**src/rtl/ext_bus_pkg.sv**
```systemverilog
// Shared encodings for the external bus sequencer.
// Optional write acknowledge: define EXT_BUS_WRITE_ACK_EN.
package ext_bus_pkg;

    typedef enum logic [1:0] {
        IDLE    = 2'd0,
        ADDR_LO = 2'd1,
        ADDR_HI = 2'd2,
        DATA    = 2'd3
    } state_t;

    localparam logic SPACE_ROM  = 1'b0;
    localparam logic SPACE_RAM  = 1'b1;
    localparam logic PHASE_ADDR = 1'b0;
    localparam logic PHASE_DATA = 1'b1;
    localparam int   WAIT_W     = 4;

    function automatic logic [7:0] data_byte(input logic write, input logic [7:0] wdata);
        return write ? wdata : 8'h00;
    endfunction

endpackage

```
**src/rtl/ext_bus_ctrl.sv**
```systemverilog
// Serializes one core read/write into address and data phases on 8-bit pins.
// Define EXT_BUS_WRITE_ACK_EN to also pulse rsp_valid on write completion.
module ext_bus_ctrl
    import ext_bus_pkg::*;
#(
    parameter int ADDR_W      = 8,
    parameter int WAIT_CYCLES = 1
) (
    input  logic              clk,
    input  logic              rst_n,
    input  logic              req_valid,
    output logic              req_ready,
    input  logic              req_write,
    input  logic              req_space,
    input  logic [ADDR_W-1:0] req_addr,
    input  logic [7:0]        req_wdata,
    output logic              rsp_valid,
    output logic [7:0]        rsp_rdata,
    input  logic [7:0]        bus_in,
    output logic [7:0]        bus_out,
    output logic              rom_ram,
    output logic              addr_data,
    output logic              bus_we
);

    state_t            state_q;
    logic              ready_q;
    logic              rsp_valid_q;
    logic [7:0]        rdata_q;
    logic [7:0]        bus_out_q;
    logic              rom_ram_q;
    logic              addr_data_q;
    logic              bus_we_q;
    logic              write_q;
    logic [15:0]       addr_q;
    logic [7:0]        wdata_q;
    logic [WAIT_W-1:0] cnt_q;

    always_ff @(posedge clk or negedge rst_n) begin
        if (!rst_n) begin
            state_q     <= IDLE;
            ready_q     <= 1'b1;
            rsp_valid_q <= 1'b0;
            rdata_q     <= 8'h00;
            bus_out_q   <= 8'h00;
            rom_ram_q   <= SPACE_ROM;
            addr_data_q <= PHASE_ADDR;
            bus_we_q    <= 1'b0;
            write_q     <= 1'b0;
            addr_q      <= 16'h0000;
            wdata_q     <= 8'h00;
            cnt_q       <= '0;
        end else begin
            rsp_valid_q <= 1'b0;
            unique case (state_q)
                IDLE: begin
                    if (req_valid && ready_q) begin
                        state_q   <= ADDR_LO;
                        ready_q   <= 1'b0;
                        write_q   <= req_write;
                        addr_q    <= 16'(req_addr);
                        wdata_q   <= req_wdata;
                        bus_out_q <= req_addr[7:0];
                        rom_ram_q <= req_space;
                        bus_we_q  <= req_write;
                    end
                end
                ADDR_LO: begin
                    if (ADDR_W == 16) begin
                        state_q   <= ADDR_HI;
                        bus_out_q <= addr_q[15:8];
                    end else begin
                        state_q     <= DATA;
                        addr_data_q <= PHASE_DATA;
                        bus_out_q   <= data_byte(write_q, wdata_q);
                        cnt_q       <= WAIT_W'(WAIT_CYCLES);
                    end
                end
                ADDR_HI: begin
                    state_q     <= DATA;
                    addr_data_q <= PHASE_DATA;
                    bus_out_q   <= data_byte(write_q, wdata_q);
                    cnt_q       <= WAIT_W'(WAIT_CYCLES);
                end
                DATA: begin
                    if (cnt_q == '0) begin
                        state_q     <= IDLE;
                        ready_q     <= 1'b1;
                        bus_out_q   <= 8'h00;
                        rom_ram_q   <= SPACE_ROM;
                        addr_data_q <= PHASE_ADDR;
                        bus_we_q    <= 1'b0;
                        if (!write_q) begin
                            rdata_q <= bus_in;
                        end
`ifdef EXT_BUS_WRITE_ACK_EN
                        rsp_valid_q <= 1'b1;
`else
                        rsp_valid_q <= !write_q;
`endif
                    end else begin
                        cnt_q <= cnt_q - 1'b1;
                    end
                end
                default: state_q <= IDLE;
            endcase
        end
    end

    assign req_ready = ready_q;
    assign rsp_valid = rsp_valid_q;
    assign rsp_rdata = rdata_q;
    assign bus_out   = bus_out_q;
    assign rom_ram   = rom_ram_q;
    assign addr_data = addr_data_q;
    assign bus_we    = bus_we_q;

endmodule

```
**config.mk**
```make
export PLATFORM = sky130hd
export DESIGN_NAME = ext_bus_ctrl
export DESIGN_NICKNAME = d
export VERILOG_FILES = /design/src/rtl/ext_bus_pkg.sv /design/src/rtl/ext_bus_ctrl.sv
export SDC_FILE = /design/constraint.sdc
export NUM_CORES = 1
export LEC_CHECK = 0
export ABC_AREA = 1
export BUFFER_PORTS_ARGS = -buffer_cell sky130_fd_sc_hd__buf_2
export CAP_MARGIN = 30
export CORE_MARGIN = 2
export CORE_UTILIZATION = 45
export DETAILED_ROUTE_END_ITERATION = 7
export PLACE_DENSITY = 0.68
export SKIP_LAST_GASP = 1
export SLEW_MARGIN = 20
export SYNTH_ARGS = -nofsm -noshare
export SYNTH_HDL_FRONTEND = slang
export SYNTH_SLANG_ARGS = --single-unit
export TNS_END_PERCENT = 100
```
**constraint.sdc**
```tcl
create_clock -name clk -period 3.7 [get_ports clk]
set_input_delay 0.185 -clock clk [delete_from_list [all_inputs] [get_ports clk]]
set_output_delay 0.185 -clock clk [all_outputs]
set_load 0.02 [all_outputs]
```
**Word level (Yosys, flattened, before mapping)**

Index checks and enable logic that the tools add are counted.

- Add/subtract/negate cells: 1
- Equal/unequal tests: 6
- Multiplexer cells: 20
- Bitwise gates (word level): 1
- Reduce and logical (&&, ||, !) cells: 13

Operators with widths:

| operator | count |
|---|---|
| $mux 8 | 3 |
| $pmux 8 s3 | 1 |
| $pmux 1 s2 | 4 |
| $pmux 4 s2 | 1 |
| $reduce_and 2->1 | 4 |
| $mux 1 | 7 |
| $ne 2x2->1 const B | 3 |
| $pmux 2 s3 | 1 |
| $reduce_and 3->1 | 2 |
| $eq 2x2->1 const B | 2 |
| $logic_not 4->1 | 1 |
| $mux 2 | 2 |
| $mux 4 | 1 |
| $reduce_bool 2->1 | 2 |
| $sub 4x1->4 const B | 1 |
| $eq 2x1->1 const B | 1 |
| $logic_not 2->1 | 1 |
| $reduce_or 2->1 | 1 |
| $logic_and 1x1->1 | 1 |
| $logic_not 1->1 | 1 |
| $not 1->1 | 1 |

- Bits in registers: 36
- Output and inout port bits: 21
- Logic and storage cells: 52

**Depth between registers and ports, before layout**

Gate-level depths: netlist (run 1).

- Depth in word-level cells: 4
- Depth in mapped cells: 8
- Mapped depth without buffers: 8

**Worst setup path before layout (run 1)**

No wires, ideal clock.

- Path type: reg-to-reg
- Start point: register state_q[0]
- End point: register bus_out_q[2] (netlist: bus_out[2])
- Library setup time: 0.119 ns
- Data arrival time: 1.173 ns
- Data required time: 3.581 ns
- Slack: 2.408 ns
- Cell stages (with the launch flop): 7
- Path buffers: 0
- Clock period less this slack: 1.292 ns
- Cells stage by stage: dfrtp_1 > inv_1 > ha_1 > nand2_1 > nor2_1 > a21oi_1 > o21ai_2

- Cells in the longest elaborated chain, start to end: 3
- Elaborated cells on any way between the ends: 9

Ends and longest elaborated chain:

| element | RTL line | source |
|---|---|---|
| from (decl) | ext_bus_ctrl.sv:26 | `state_t state_q;` |
| from (signal assigned) | ext_bus_ctrl.sv:41 | `state_q <= IDLE;` |
| from (signal assigned) | ext_bus_ctrl.sv:58 | `state_q <= ADDR_LO;` |
| from (signal assigned) | ext_bus_ctrl.sv:70 | `state_q <= ADDR_HI;` |
| $eq 2x1->1, or another cell as far along | ext_bus_ctrl.sv:55 | `unique case (state_q)` |
| $reduce_or 2->1 (no source line) / $ne 2x2->1 (equally long branches) | -- |  |
| $pmux 8 s3 / $reduce_and 2->1 (equally long branches) | -- |  |
| to (signal assigned) | ext_bus_ctrl.sv:63 | `bus_out_q <= req_addr[7:0];` |
| to (signal assigned) | ext_bus_ctrl.sv:71 | `bus_out_q <= addr_q[15:8];` |
| to (signal assigned) | ext_bus_ctrl.sv:75 | `bus_out_q <= data_byte(write_q, wdata_q);` |
| to (decl) | ext_bus_ctrl.sv:30 | `logic [7:0] bus_out_q;` |

Several ways; a longest one is shown, not always the timed one.
A chain may end at the register's enable or synchronous reset.

**Worst setup path in the final report (run 1)**

- Start point: register state_q[0]
- End point: register bus_out_q[4] (netlist: bus_out[4])

The elaborated chain is that of the path after synthesis.

==> metrics, run 1 <==
synth unique cells 29; Warnings, synthesis 0; Residual DRC 0; sequential element share of the synthesized area 52.9%; Mapped Area 1710 um2; Die W 65.6 um; routability cong. 0.777; die area 4300 um2; Antenna Cells 0; #FFs+latches synth 36; Reg area 902 um2; post-synth top area share 51.3%; fmax 637 MHz; Placed Area 1970 um2; startpoint types flop; initial drt markers 72; Clock Latency Late Sink 0.28 ns; pin count of the biggest net entering global routing 37; WS Path Type reg2reg; Core Box Area 3660 um2; hold slack -0.0147 ns; CTS clk-pin slew, worst paths 0.07 ns; Root Driver clkbuf_8; Clock Tree Buf Depth 2; Critical Path AT 1.73 ns; Overflow after GRT 0; fill count 344; Tcrit/Tclk final 42.4%; CTS sink count 36; Worst Skew 0.00838 ns; dpl ws 2.14 ns; Clock H-tree levels 2; Pwr Total 700 uW; Die Span Y 65.6 um; row cnt 22; Leak 0.00107 uW; status complete, but fails checks; relative slew slack 48.2%; vias per std cell 4.73; Resize count post-CTS 0; first-pass GRT wire length 5260 um; min Tclk post-route 1.57 ns; I/O pin total 50; Worst-Margin Slew 0.778 ns; RSZ-0062 raised after global routing false; Area Growth Syn to Fin 20.9%; WP data required 3.86 ns; Crit Path Max Fanout 11; DR pass1 iterations 4; Antenna Violating Nets Remaining 0; hold_buf cts 0; final wirelength 3100 um; worst hold path type in2async; vias in the first global route 1194; net count after synthesis 211; Fin. Hold Viols 35; via count 1311; Setup TNS Final 0 ns; aggregate global-route resource usage 16.1%; pwr dens 339 nW/um2; nets 262; Multi-input gate area 714 um2; final core occ 56.4%; syn_area_per_cell 9.64 um2; Post-Synthesis Cells 177; number of synthesized flops with an enable pin 0; largest cells by area after synthesis dfrtp_1 51%, nand2_1 12%, o21ai_2 5.1%, mux2_1 4.6%, ha_1 3.7%; commonest register cell after synthesis dfrtp_1; most frequent cell after synthesis nand2_1; final worst slack 2.13 ns; HPWL Detailed 2350 um; Slew Limit Fails 0; Starting Density 46.6%; worst vdd ir 0.218 mV; share of cells above drive strength 1 34.5%; Synth top cells by count 55 x nand2_1, 35 x dfrtp_1, 12 x nor2_1; failing checks negative hold slack; total CTS buffers 5; Async SR Flop Fraction 100%; Worst setup EP type flop; Max Cap Violations 0; CTS tree yes; I/O Buffers 49; drt wl/cell 11.2 um; initial antenna violation count 0; Synth area leader dfrtp_1; buffer count from post-CTS setup fixing 0; Design Area, Final 2060 um2; final setup fails 0
## flip-flops by register name, summed over array words and instances (netlist names)
| signal | cells |
|---|---|
| write_q | 1 |
| wdata_q | 8 |
| state_q | 2 |
| rom_ram | 1 |
| addr_data | 1 |
| bus_out | 8 |
| rsp_rdata | 8 |
| cnt_q | 4 |
| rsp_valid | 1 |
| req_ready | 1 |
| bus_we | 1 |
## where the power goes
group	internal [uW]	switching, uW
Clock	151	129
Sequential	393	0
Combinational	12.2	14.0
Total	557	143
## worst max-delay path, stage by stage, from the launching register on
cell	delay (ns)
dfrtp_1	0.42
inv_1	0.09
ha_1	0.37
inv_1	0.07
nand2_1	0.20
nor2_1	0.09
a21oi_1	0.15
o21ai_2	0.06
## final timing paths
kind / start / end / slack [ns] / cells past startpoint
setup reg to reg: state_q[0]$_DFFE_PN0P_ / bus_out[4]$_DFFE_PN0P_ / 2.13 / 7
hold / removal: rst_n / bus_out[4]$_DFFE_PN0P_ / -0.01 / 1
setup / recovery: state_q[0]$_DFFE_PN0P_ / bus_out[4]$_DFFE_PN0P_ / 2.13 / 7
min in group clk: bus_in[3] / rsp_rdata[3]$_DFFE_PN0P_ / 0.10 / 3
hold reg to reg: bus_we$_DFFE_PN0P_ / bus_we$_DFFE_PN0P_ / 0.47 / 2
max in group asynchronous: rst_n / addr_data$_DFFE_PN0P_ / 3.23 / 1
## cell usage in the layout, fill, tap and decap left out, types with 2 or more instances in the layout
cell,netlist,layout
nand2_1,55,55
buf_2,1,49
dfrtp_1,35,35
nor2_1,12,12
inv_1,10,10
o21ai_2,10,10
a21oi_1,8,8
mux2_1,7,7
o21ai_0,6,6
clkbuf_8,0,6
ha_1,5,5
nand3_1,4,4
nand2_4,3,3
nand2_2,2,2
nand4_1,2,2
## layout make-up
cell class                 instances  share of cell area (%)
multi-input combinational        124                    34.6
tap                               48                    2.91
sequential                        36                    43.7
clock buffer                       7                    4.18
timing repair buffer              49                    11.9
clock inverter                     1                   0.364
inverter                          12                    2.30
## cell families (layout without fill, tap and decap cells)
family	Yosys count	after routing	share of synthesized area [%]
buf+inv	17	69	5.28
simple gates	84	84	22.6
fa+ha+maj	5	5	3.67
compound gates	27	27	10.3
mux	8	8	5.28
flops	36	36	52.9
## per-stage QoR
step           hold WS (ns)  cells
4_1_cts             0.00836    277
2_1_floorplan        -0.111    177
5_1_grt              0.0402    277
3_3_place_gp          0.322    269
6_report            -0.0147    277
3_5_place_dp          0.311    269
## layer usage
layer,track usage (%),vias up,wire length (um)
met2,24.0,33,1430
met3,4.11,2,169
met1,22.7,598,1480
met4,5.47,0,21
li1,-,678,-
met5,0,-,0
No activity file was read; power rests on OpenSTA's default activity.
==> run 2, diff against run 1 <==
==> constraint.sdc (replaced) <==
create_clock -name clk -period 1.6 [get_ports clk]
set_input_delay 0.08 -clock clk [delete_from_list [all_inputs] [get_ports clk]]
set_output_delay 0.08 -clock clk [all_outputs]
set_load 0.02 [all_outputs]
==> run 2 against run 1 <==
  * Critical path depth shrank 2
  * Global-route usage increased by 2.3 points
  * The flow now finishes without violations
  * Highest routed layer unchanged
  * Utilization up 5.1 points
  * Largest cell class unchanged
  * Total power grew to 2.5 times the previous value
  * Worst setup slack lost 2.0 ns
==> metrics, run 2 (same netlist as run 1, synthesis figures left out) <==
status complete, no violations; Setup TNS Final 0 ns (unchanged); vias in the first global route 1303 (+9.1%); initial drt markers 112 (+56%); nets 280 (+6.9%); DR pass1 iterations 5 (+1); CP max stage delay 0.42 ns (about the same); Leak 0.00116 uW (+8.3%); Max Cap Violations 0 (unchanged); pwr dens 791 nW/um2 (+130%); relative slew slack 71.0% (+23 points); Die Span Y 65.6 um (unchanged); startpoint types flop; via count 1395 (+6.4%); final wirelength 3440 um (+11%); RSZ-0062 raised after global routing false; Starting Density 46.6% (unchanged); Critical Path AT 1.63 ns (-0.10 ns); I/O pin total 50 (unchanged); first-pass GRT wire length 5920 um (+13%); Die W 65.6 um (unchanged); fill count 325 (-5.5%); initial antenna violation count 0 (unchanged); worst hold path type in2reg; Worst Skew 0.00692 ns (-0.00146 ns); Antenna Cells 0 (unchanged); drt wl/cell 11.7 um (+4.3%); fmax 693 MHz (+8.8%); hold slack 0.0135 ns (+0.0282 ns); Crit Path Max Fanout 8 (-3); Antenna Violating Nets Remaining 0 (unchanged); Top Family by Delay on Critical Path simple AND/OR/NAND/NOR gates; commonest non-fill, non-tap cell in the layout nand2_1; routability cong. 0.813 (+4.7%); WP data required 1.78 ns (-2.08 ns); buffer count from post-CTS setup fixing 0 (unchanged); share of cells above drive strength 1 34.0% (-0.49 points); Slew Limit Fails 0 (unchanged); Area Growth Syn to Fin 31.8%; WS Path Type reg2reg; crit path cell chain ha_1 -> buf_4 -> or2_4 -> nand4_1 -> nand2_1; vias per std cell 4.73 (about the same); aggregate global-route resource usage 18.3% (+2.3 points); Tcrit/Tclk final 90.1% (+48 points); Worst-Margin Slew 0.435 ns (-0.342 ns); CP max-delay cell dfrtp_1; total CTS buffers 5 (unchanged); Residual DRC 0 (unchanged); CTS clk-pin slew, worst paths 0.07 ns (about the same); min Tclk post-route 1.44 ns (-0.127 ns); CTS tree yes; most frequent cells in the layout 54 x nand2_1, 49 x buf_2, 35 x dfrtp_1; Overflow after GRT 0 (unchanged); Core Box Area 3660 um2 (unchanged); die area 4300 um2 (unchanged); Clock Latency Late Sink 0.29 ns (about the same); Clock H-tree levels 2 (unchanged); row cnt 22 (unchanged); Worst Path Buf+Inv 1 (-1); Clock Tree Buf Depth 2 (unchanged); pin count of the biggest net entering global routing 37 (unchanged); Fin. Hold Viols 0 (-100%); final setup fails 0 (unchanged); I/O Buffers 49 (unchanged); Worst setup EP type flop; worst vdd ir 0.640 mV (+190%); CTS sink count 36 (unchanged); HPWL Detailed 2330 um (-0.82%); Root Driver clkbuf_8
-- run 2: routing by layer --
layer  share of wire [%]  GRT usage [%]
met2                  49           30.0
met4                0.96           4.69
met3                 5.1           5.48
met1                  45           23.8
met5                   0              0
-- run 2: final cells by class --
type                       count  area, um2  share of cell area (%)
clock buffer                   6       72.6                    3.23
clock inverter                 2       35.0                    1.56
inverter                      12       47.5                    2.11
multi-input combinational    124        717                    31.9
sequential                    36        902                    40.1
tap                           48       60.1                    2.67
timing repair buffer          67        415                    18.5
-- run 2: what timing repair did --
action,CTS,global route
hold buffers,14,0
hold endpoints to repair,48,0
endpoints found under the setup margin,0,4
resized for setup,0,1
-- run 2: power by group --
| group | internal (uW) | switching [uW] | total (uW) |
|---|---|---|---|
| clock | 462 | 316 | 778 |
| sequential | 910 | 0 | 910 |
| combinational | 52.1 | 38.5 | 90.6 |
-- run 2: stage by stage --
| stage | setup WS, ns | power, uW | util [%] | instances | cell area (um2) |
|---|---|---|---|---|---|
| floorplan | 0.308 | 937 | - | 177 | 1710 |
| global placement | 0.194 | 992 | 54.6 | 273 | 2000 |
| CTS | 0.134 | 1800 | 61.4 | 295 | 2250 |
| global route | 0.0360 | 1860 | 61.4 | 295 | 2250 |
| detailed placement | 0.153 | 993 | 54.6 | 273 | 2000 |
| finish | 0.158 | 1780 | 61.4 | 295 | 2250 |
-- run 2: worst paths after layout --
path                            slack (ns)  cells after the start                      from                       end
min in group asynchronous             0.35                      3                     rst_n      cnt_q[0]$_DFFE_PN0P_
worst max register to register        0.16                      5    state_q[0]$_DFFE_PN0P_       rom_ram$_DFFE_PN0P_
max in group asynchronous             0.92                      3                     rst_n     req_ready$_DFFE_PN1P_
worst min-delay path                  0.01                      2              req_wdata[7]    wdata_q[7]$_DFFE_PN0P_
worst min register to register        0.48                      2  rsp_rdata[5]$_DFFE_PN0P_  rsp_rdata[5]$_DFFE_PN0P_
worst max-delay path                  0.16                      5    state_q[0]$_DFFE_PN0P_       rom_ram$_DFFE_PN0P_
==> run 3, diff against run 2 <==
--- a/config.mk
+++ b/config.mk
@@ -8,10 +8,11 @@
 export ABC_AREA = 1
 export BUFFER_PORTS_ARGS = -buffer_cell sky130_fd_sc_hd__buf_2
 export CAP_MARGIN = 30
+export CORE_ASPECT_RATIO = 0.8
 export CORE_MARGIN = 2
-export CORE_UTILIZATION = 45
+export CORE_UTILIZATION = 50
 export DETAILED_ROUTE_END_ITERATION = 7
-export PLACE_DENSITY = 0.68
+export PLACE_DENSITY = 0.75
 export SKIP_LAST_GASP = 1
 export SLEW_MARGIN = 20
 export SYNTH_ARGS = -nofsm -noshare
==> run 3 against run 2 <==
  * Critical path type unchanged
  * Sequential share of layout area rose by 1.0 points
  * Utilization rose by 7.7 points
  * Design area fell by 2.4%
  * Largest cell class unchanged
==> metrics, run 3 (same netlist as run 1, synthesis figures left out) <==
initial antenna violation count 0 (unchanged); via count 1352 (-3.1%); CTS sink count 36 (unchanged); nets 275 (-1.8%); Clk pwr share 39.8% (-4.0 points); most frequent cells in the layout 54 x nand2_1, 49 x buf_2, 35 x dfrtp_1; CTS clk-pin slew, worst paths 0.07 ns (about the same); Clock Latency Late Sink 0.29 ns (about the same); CTS tree yes; commonest non-fill, non-tap cell in the layout nand2_1; fmax 689 MHz (-0.68%); CP max stage delay 0.40 ns (-0.02 ns); Clock Tree Buf Depth 2 (unchanged); final setup fails 0 (unchanged); initial drt markers 103 (-8.0%); Worst Skew 0.00162 ns (-0.00530 ns); WS Path Type reg2reg; I/O Buffers 49 (unchanged); worst hold path type in2reg; Leak 0.00113 uW (-2.2%); final wirelength 3460 um (+0.41%); HPWL Detailed 2510 um (+8.0%); die area 3900 um2 (-9.3%); switching share of power 21.5% (+1.6 points); fill count 253 (-22%); routability cong. 0.775 (-4.7%); sw power 358 uW (+0.85%); vias per std cell 4.79 (+1.4%); aggregate global-route resource usage 19.6% (+1.3 points); Critical Path Most Common Cell nand2_4; Tcrit/Tclk final 90.7% (+0.62 points); row cnt 18 (-18%); Clock H-tree levels 2 (unchanged); crit path cell chain inv_1 -> ha_1 -> nand2_2 -> nand2_4 -> nand2_4 -> nand2_1 -> o21ai_2; drt wl/cell 12.3 um (+5.0%); I/O pin total 50 (unchanged); RSZ-0062 raised after global routing false; share of cells above drive strength 1 34.7% (+0.70 points); Antenna Violating Nets Remaining 0 (unchanged); vias in the first global route 1307 (+0.31%); status complete, no violations; Fin. Hold Viols 0 (unchanged); Slew Limit Fails 0 (unchanged); WP data required 1.77 ns (about the same); Die W 69.3 um (+5.7%); pin count of the biggest net entering global routing 37 (unchanged); Comb power frac 5.4% (+0.3 points); Root Driver clkbuf_8; Crit Path Max Fanout 20 (+12); P_int 1300 uW (-8.4%); pwr dens 757 nW/um2 (-4.2%); Pwr Total 1660 uW (-6.6%); Antenna Cells 0 (unchanged); Setup TNS Final 0 ns (unchanged); Flop pwr share 54.8% (+3.6 points); Worst setup EP type flop; relative slew slack 81.3% (+10 points); Area Growth Syn to Fin 28.6%; Core Box Area 3180 um2 (-13%); startpoint types flop; Residual DRC 0 (unchanged); Die Span Y 56.3 um (-14%); Critical Path AT 1.63 ns (about the same); Starting Density 53.7% (+7.1 points); worst vdd ir 0.659 mV (+3.0%); CP max-delay cell dfrtp_1; total CTS buffers 5 (unchanged); Max Cap Violations 0 (unchanged); first-pass GRT wire length 5900 um (-0.35%); Overflow after GRT 0 (unchanged); DR pass1 iterations 4 (-1); Worst-Margin Slew 0.278 ns (-0.157 ns); min Tclk post-route 1.45 ns (+0.00986 ns)
[run 3: cell count changes in the layout (fill, tap and decap cells not counted), sizes merged]
cell,delta
bufinv,-1
clkinv,+1
buf,-2
dlygate4sd3,-3
[run 3: critical path, delay by kind of cell, from the launching register on]
family / cells / cell delay (ns)
AND/OR/NAND/NOR: 4 / 0.52
flip-flops: 1 / 0.40
adder cells (fa/ha/maj): 1 / 0.25
buffers and inverters: 1 / 0.10
AO/OA/AOI/OAI: 1 / 0.06
[run 3: per-stage QoR]
stage / instance area [um2] / setup slack (ns) / util (%) / std cells / hold slack [ns]
6_report: 2190 / 0.148 / 69.1 / 282 / 0.00728
5_1_grt: 2190 / 0.00982 / 69.1 / 282 / 0.00242
4_1_cts: 2190 / 0.0504 / 69.0 / 282 / 0.00251
3_5_place_dp: 1990 / 0.0890 / 62.6 / 263 / 0.0549
3_3_place_gp: 1990 / 0.0829 / 62.6 / 263 / 0.0536
2_1_floorplan: 1710 / 0.308 / - / 177 / -0.216
[run 3: cell type report]
class	instances	area (um2)	share of cell area [%]
clock inverter	2	10.0	0.456
timing repair buffer	62	383	17.4
tap	40	50.0	2.28
inverter	12	47.5	2.17
clock buffer	6	82.6	3.76
multi-input combinational	124	719	32.8
sequential	36	902	41.1
[run 3: routing by layer]
| metal | vias up | track usage, % | routed length, um |
|---|---|---|---|
| met5 | - | 0 | 0 |
| met4 | 0 | 8.40 | 54 |
| met3 | 8 | 5.03 | 125 |
| met2 | 25 | 29.8 | 1540 |
| met1 | 613 | 26.6 | 1740 |
| li1 | 706 | - | - |
[run 3: path summary, 6_finish.rpt]
kind | start | to | slack, ns | cells past startpoint
setup / recovery | cnt_q[0]$_DFFE_PN0P_ | state_q[0]$_DFFE_PN0P_ | 0.15 | 7
hold / removal | bus_in[0] | rsp_rdata[0]$_DFFE_PN0P_ | 0.007 | 3
setup reg to reg | cnt_q[0]$_DFFE_PN0P_ | state_q[0]$_DFFE_PN0P_ | 0.15 | 7
hold reg to reg | bus_we$_DFFE_PN0P_ | bus_we$_DFFE_PN0P_ | 0.47 | 2
max in group asynchronous | rst_n | req_ready$_DFFE_PN1P_ | 1.08 | 3
min in group asynchronous | rst_n | wdata_q[4]$_DFFE_PN0P_ | 0.29 | 3
[run 3: power by group through the flow]
stage               clock [uW]  combinational, uW  sequential (uW)
floorplan                    0               9.95              927
global placement             0               70.1              927
detailed placement           0               71.0              927
CTS                        677               91.4              910
global route               717                101              909
finish                     662               89.7              910
[run 3: repair_timing]
item / in CTS / in global routing
hold buffers: 11 / 0
gates resized for setup: 0 / 2
hold endpoints to repair: 46 / 0
endpoints found under the setup margin: 0 / 18
buffers inserted: 0 / 0
